===== src/rtl/dino_pkg.sv =====
// rtl/dino_pkg.sv - dino geometry constants, state encoding and saturating subtract helper
package dino_pkg;

  localparam logic [8:0] GROUND_Y    = 9'd200;
  localparam logic [8:0] DINO_HEIGHT = 9'd28;
  localparam logic [8:0] DINO_X      = 9'd40;

  typedef enum logic [1:0] {
    GROUND = 2'd0,
    RISE   = 2'd1,
    FALL   = 2'd2
  } dino_state_e;

  // p - d, clamped so the sprite top never leaves the screen
  function automatic logic [8:0] sat_sub(input logic [8:0] p, input logic [4:0] d,
                                         input logic [8:0] lo);
    logic [9:0] floor_sum;
    floor_sum = {1'b0, lo} + {5'd0, d};
    if ({1'b0, p} < floor_sum) return lo;
    return p - {4'd0, d};
  endfunction

endpackage


===== src/rtl/edge_detect.sv =====
// rtl/edge_detect.sv - rising-edge pulse from an already synchronised level
module edge_detect (
  input  logic clk,
  input  logic rst,
  input  logic level,
  output logic pulse
);

  logic level_q;

  always_ff @(posedge clk or posedge rst) begin
    if (rst) level_q <= 1'b0;
    else     level_q <= level;
  end

  assign pulse = level & ~level_q;

endmodule


===== src/rtl/dino_jump_ctrl.sv =====
// rtl/dino_jump_ctrl.sv - per-frame dino jump physics; DINO_FAST_FALL_EN enables duck-to-fall
module dino_jump_ctrl
  import dino_pkg::*;
#(
  parameter logic [4:0] JUMP_V     = 5'd10,
  parameter logic [4:0] GRAVITY    = 5'd1,
  parameter logic [4:0] MAX_FALL_V = 5'd15
) (
  input  logic       clk,
  input  logic       rst,
  input  logic       frame_tick,
  input  logic       jump_btn,
  input  logic       freeze,
  input  logic       duck_btn,
  output logic [8:0] pos,
  output logic       airborne,
  output logic       landed
);

  dino_state_e state, state_n;
  logic [4:0]  vel, vel_n, nv;
  logic [8:0]  pos_n;
  logic        jump_pending, pending_n, landed_n;
  logic        jump_edge;
  logic        rise_cut;
  logic [5:0]  fall_g, nv_sum;
  logic [9:0]  land_sum;

  edge_detect u_jump_edge (
    .clk   (clk),
    .rst   (rst),
    .level (jump_btn),
    .pulse (jump_edge)
  );

`ifdef DINO_FAST_FALL_EN
  assign rise_cut = duck_btn;
  assign fall_g   = {GRAVITY, 1'b0};
`else
  logic unused_duck;
  assign unused_duck = duck_btn;
  assign rise_cut    = 1'b0;
  assign fall_g      = {1'b0, GRAVITY};
`endif

  // Fall sum is 10 bits wide so pos + nv cannot wrap past 511
  assign nv_sum   = {1'b0, vel} + fall_g;
  assign nv       = (nv_sum > {1'b0, MAX_FALL_V}) ? MAX_FALL_V : nv_sum[4:0];
  assign land_sum = {1'b0, pos} + {5'd0, nv};

  always_comb begin
    state_n   = state;
    vel_n     = vel;
    pos_n     = pos;
    pending_n = jump_pending;
    landed_n  = 1'b0;
    if (freeze) begin
      pending_n = 1'b0;
    end else begin
      case (state)
        GROUND: begin
          if (jump_edge) pending_n = 1'b1;
          if (frame_tick && (jump_pending || jump_edge)) begin
            vel_n     = JUMP_V - GRAVITY;
            pos_n     = sat_sub(pos, JUMP_V, DINO_HEIGHT);
            pending_n = 1'b0;
            state_n   = RISE;
          end
        end
        RISE: begin
          if (frame_tick) begin
            pos_n = sat_sub(pos, vel, DINO_HEIGHT);
            if (rise_cut || vel <= GRAVITY) begin
              vel_n   = 5'd0;
              state_n = FALL;
            end else begin
              vel_n = vel - GRAVITY;
            end
          end
        end
        FALL: begin
          if (frame_tick) begin
            if (land_sum >= {1'b0, GROUND_Y}) begin
              pos_n    = GROUND_Y;
              vel_n    = 5'd0;
              landed_n = 1'b1;
              state_n  = GROUND;
            end else begin
              pos_n = land_sum[8:0];
              vel_n = nv;
            end
          end
        end
        default: state_n = GROUND;
      endcase
    end
  end

  always_ff @(posedge clk or posedge rst) begin
    if (rst) begin
      state        <= GROUND;
      vel          <= 5'd0;
      pos          <= GROUND_Y;
      jump_pending <= 1'b0;
      airborne     <= 1'b0;
      landed       <= 1'b0;
    end else begin
      state        <= state_n;
      vel          <= vel_n;
      pos          <= pos_n;
      jump_pending <= pending_n;
      airborne     <= (state_n != GROUND);
      landed       <= landed_n;
    end
  end

endmodule

===== config.mk =====
export PLATFORM = sky130hd
export DESIGN_NAME = dino_jump_ctrl
export DESIGN_NICKNAME = d
export VERILOG_FILES = /design/src/rtl/dino_pkg.sv /design/src/rtl/edge_detect.sv /design/src/rtl/dino_jump_ctrl.sv
export SDC_FILE = /design/constraint.sdc
export NUM_CORES = 1
export LEC_CHECK = 0
export ABC_AREA = 0
export CAP_MARGIN = 20
export CORE_UTILIZATION = 50
export DETAILED_ROUTE_END_ITERATION = 7
export PLACE_DENSITY = 0.7
export SETUP_SLACK_MARGIN = 0.15
export SKIP_LAST_GASP = 1
export SYNTH_ARGS = -nofsm -noshare
export SYNTH_HDL_FRONTEND = slang
export SYNTH_HIERARCHICAL = 1
export SYNTH_SLANG_ARGS = --single-unit

===== constraint.sdc =====
create_clock -name clk -period 4.31 [get_ports clk]
set_clock_uncertainty 0.2 [all_clocks]
set_input_delay 0.862 -clock clk [delete_from_list [all_inputs] [get_ports clk]]
set_output_delay 0.862 -clock clk [all_outputs]
set_load 0.1 [all_outputs]

==> metrics.txt <==
# TYPE chip_impl_metric gauge
chip_impl_metric{name="grt_max_degree",unit=""} 20
chip_impl_metric{name="power.share.sequential",unit=""} 0.185
chip_impl_metric{name="synthSimpleGateAreaFrac",unit=""} 0.232
chip_impl_metric{name="cp_data_required_time",unit="ps"} 4300
chip_impl_metric{name="synth_seq_area_share",unit=""} 0.225
chip_impl_metric{name="drt_first_iter_violations",unit=""} 213
chip_impl_metric{name="io_pins",unit=""} 17
chip_impl_metric{name="clock_insertion_delay_worst_skew",unit="ps"} 270
chip_impl_info{name="synth_top_area_cells",value="dfrtp_1 (19%), ha_1 (14%), a21oi_1 (5.6%), nor2_1 (4.5%), o21ai_0 (4.0%)"} 1
chip_impl_metric{name="netlist-cell-type-count",unit=""} 58
chip_impl_metric{name="globalRouteTotalUtil",unit=""} 0.259
chip_impl_info{name="cp-end-kind",value="register"} 1
chip_impl_metric{name="multi_input_area",unit="µm²"} 1600
chip_impl_metric{name="grt_antenna_before_repair",unit=""} 0
chip_impl_metric{name="maxClockFrequency",unit="GHz"} 0.256
chip_impl_metric{name="global_route_wire_length_before_repair",unit="mm"} 9.04
chip_impl_metric{name="timing.final.crit_share",unit=""} 0.906
chip_impl_metric{name="vdd_ir_drop_max",unit="V"} 0.000457
chip_impl_info{name="yosys-top-cells-count",value="nor2_1 (27), a21oi_1 (25), ha_1 (25)"} 1
chip_impl_metric{name="via_per_inst",unit=""} 6.12
chip_impl_metric{name="critical_path.max_stage_delay",unit="ps"} 420
chip_impl_info{name="kind_of_cell_with_the_highest_combined_delay_on_the_critical_path",value="compound AO/OA/AOI/OAI gates"} 1
chip_impl_metric{name="switching_share",unit=""} 0.556
chip_impl_metric{name="async_flop_share",unit=""} 1.00
chip_impl_info{name="worst_path_max_delay_cell",value="dfrtp_1"} 1
chip_impl_metric{name="timing_hold_violations_final",unit=""} 0
chip_impl_metric{name="flip_flop_and_latch_count_after_synthesis",unit=""} 20
chip_impl_metric{name="chipWidth",unit="µm"} 68.9
chip_impl_info{name="ys.flop_type",value="dfrtp_1"} 1
chip_impl_metric{name="detailedPlacementHpwl",unit="mm"} 4.26
chip_impl_metric{name="clkTransAtPathRegs",unit="ps"} 90
chip_impl_metric{name="yosys.area_share.adder",unit=""} 0.158
chip_impl_metric{name="syn-instance-count",unit=""} 287
chip_impl_metric{name="wl_per_cell",unit="µm"} 16.2
chip_impl_info{name="min-delay-path-class",value="reg2reg"} 1
chip_impl_metric{name="net_count_after_synthesis",unit=""} 320
chip_impl_info{name="outcome",value="completed"} 1
chip_impl_metric{name="setup_viol",unit=""} 0
chip_impl_metric{name="cellPowerDensity",unit="nW/µm²"} 756
chip_impl_metric{name="num_vias",unit=""} 2143
chip_impl_metric{name="number_of_synthesized_flops_with_an_enable_pin",unit=""} 0
chip_impl_metric{name="power.total",unit="W"} 0.00191
chip_impl_metric{name="floorplan.initialDensity",unit=""} 0.540
chip_impl_info{name="synth_area_leader",value="dfrtp_1"} 1
chip_impl_metric{name="complex_gate_fraction_of_the_synthesized_area",unit=""} 0.280
chip_impl_metric{name="layout-drive-gt1-share",unit=""} 0.0967
chip_impl_metric{name="worst_ep_arrival_time",unit="ps"} 3900
chip_impl_metric{name="final_min_period",unit="ps"} 3900
chip_impl_metric{name="synth_xor_area_frac",unit=""} 0.0313
chip_impl_metric{name="floorplan.core_area",unit="µm²"} 4140
chip_impl_metric{name="switchingPower",unit="W"} 0.00106
chip_impl_metric{name="nets",unit=""} 334
chip_impl_metric{name="design.die.area",unit="µm²"} 4750
chip_impl_metric{name="diodes",unit=""} 0
chip_impl_metric{name="crit_fanout",unit=""} 9
chip_impl_metric{name="number_of_buffers_inserted_by_port_buffering",unit=""} 15
chip_impl_metric{name="maxSlewHeadroom",unit=""} 0.354
chip_impl_metric{name="num_rows",unit=""} 23
chip_impl_metric{name="vias_in_the_first_global_route",unit=""} 1910
chip_impl_metric{name="detail-route-antenna-nets",unit=""} 0
chip_impl_metric{name="tightestPinTransition",unit="ps"} 967
chip_impl_metric{name="final-seq-area",unit="µm²"} 505
chip_impl_info{name="synth_top_family_by_area",value="compound AO/OA/AOI/OAI gates"} 1
chip_impl_metric{name="cts_num_sinks",unit=""} 20
chip_impl_metric{name="share_clk_of_total_power",unit=""} 0.103
chip_impl_metric{name="max-cap-violations",unit=""} 0
chip_impl_metric{name="drt-total-wl",unit="mm"} 5.67
chip_impl_info{name="cts_root_buf",value="clkbuf_8"} 1
chip_impl_metric{name="cts_buffers",unit=""} 3
chip_impl_info{name="cts_tree",value="yes"} 1
chip_impl_metric{name="clock_tree.buffer_depth",unit=""} 2
chip_impl_metric{name="fillerInstances",unit=""} 406
chip_impl_metric{name="timing.setup.tns",unit="ps"} 0
chip_impl_metric{name="gr-total-overflow",unit=""} 0
chip_impl_metric{name="final-max-slew-violation-count",unit=""} 0
chip_impl_metric{name="mappedNetlistArea",unit="µm²"} 2240
chip_impl_metric{name="avgSynthCellArea",unit="µm²"} 7.79
chip_impl_metric{name="power_frac_comb",unit=""} 0.712
chip_impl_metric{name="synth-warning-count",unit=""} 6
chip_impl_info{name="critPathLaunchType",value="register"} 1
chip_impl_metric{name="fraction_of_synthesized_area_in_multiplexers",unit=""} 0.00951
chip_impl_metric{name="dr.pass1.iters",unit=""} 4
chip_impl_metric{name="cp_num_buf_inv",unit=""} 2
chip_impl_metric{name="cellLeakagePower",unit="nW"} 1.10
chip_impl_info{name="worst-setup-path-type",value="reg2reg"} 1
chip_impl_metric{name="flow.area_growth_from_synthesis",unit="%"} 12.8
chip_impl_metric{name="detailed_place.area",unit="µm²"} 2440
chip_impl_metric{name="globalplace.congestion",unit=""} 0.928
chip_impl_metric{name="synth_top_cell_area_share",unit=""} 0.190
chip_impl_metric{name="finish.instance_area",unit="µm²"} 2520
chip_impl_metric{name="cell_internal_pwr",unit="W"} 0.000847
chip_impl_metric{name="dieHeight",unit="µm"} 68.9
chip_impl_metric{name="drc_errors",unit=""} 0
chip_impl_info{name="critical_path.cell_chain",value="ha_1 > and2_1 > nand3_1 > o21ai_1 > nand2_1 > ha_1 > inv_1 > fa_1 > nand2b_2 > a21oi_2 > o21ai_1 > o211a_1 > o31a_1 > nor3_2 > buf_6 > nand2_2 > o221ai_2"} 1
chip_impl_info{name="setup_repair_after_global_routing_missed_its_margin",value="yes"} 1
chip_impl_info{name="yosysMostFrequentCell",value="nor2_1"} 1
chip_impl_metric{name="htreeDepth",unit=""} 1
[metrics by stage]
step,hold WS [ps],cells,util,setup slack [ps]
detailed placement,356,346,0.589,347
finish,377,350,0.609,407
floorplan,342,287,-,722
CTS,376,350,0.606,327
global placement,367,346,0.589,404
global route,421,350,0.609,142
[power by group through the flow]
stage | combinational [W] | clock (W) | sequential, W
after floorplan | 0.000793 | 0 | 0.000565
after global placement | 0.00130 | 0 | 0.000354
after detailed placement | 0.00132 | 0 | 0.000355
after CTS | 0.00132 | 0.000201 | 0.000351
after global routing | 0.00149 | 0.000205 | 0.000364
final | 0.00136 | 0.000197 | 0.000353
[cells by family (layout without fill, tap and decap cells)]
kind of cell / Yosys count / count (layout)
and+or+nand+nor: 100 / 100
DFF: 20 / 20
other: 1 / 1
AOI/OAI and AO/OA: 94 / 94
xor gates and xnor gates: 8 / 8
buffers and inverters: 35 / 48
adders and majority gates: 27 / 27
muxes: 2 / 2
[worst paths after layout]
kind | slack, ps | to | cells past startpoint | from
worst min register to register | 380 | pos[8] | 1 | pos[8]
worst max register to register | 410 | pos[5] | 17 | vel[1]
min in group asynchronous | 540 | u_jump_edge/level_q | 2 | rst
worst min-delay path | 380 | pos[8] | 1 | pos[8]
max in group asynchronous | 2520 | vel[3] | 2 | rst
worst max-delay path | 410 | pos[5] | 17 | vel[1]
[layout by cell type, fill, tap and decap left out, types with 3 or more instances in the layout]
cell type	count
nor2_1	27
ha_1	25
a21oi_1	24
inv_1	23
nand2_1	21
o21ai_0	16
dfrtp_1	16
clkdlybuf4s50_1	15
nand2b_1	11
nand3_1	7
o22ai_1	7
a31oi_1	7
xnor2_1	6
nor3_1	5
buf_4	5
a21o_1	4
nor4_1	4
o21a_1	4
o31ai_1	4
and2_1	3
nand4_1	3
or3_1	3
o21ai_1	3
o211ai_1	3
nor2b_1	3
clkbuf_8	3
dfstp_2	3
[routing by layer]
layer,global-route usage,wire [µm]
met1,0.367,2780
met2,0.420,2570
met3,0.0263,258
met4,0.0638,54
met5,0,0
[sequential cells by signal, indices dropped and copies added, names as in the netlist]
name and count:
u_jump_edge/level_q 1, vel 5, state 2, pos 9, jump_pending 1, airborne 1, landed 1
[area by class of cell]
cell class                 count  area share
sequential                    20       0.200
tap                           50      0.0248
timing repair buffer          21      0.0789
multi-input combinational    232       0.633
clock buffer                   3      0.0164
clock inverter                 1      0.0119
inverter                      23      0.0342
[timing repair]
action | in CTS | in global routing
resized for setup | 0 | 6
buffers inserted | 0 | 0
hold buffers | 0 | 0
endpoints found under the setup margin | 0 | 8
No activity file was read; power rests on OpenSTA's default activity.
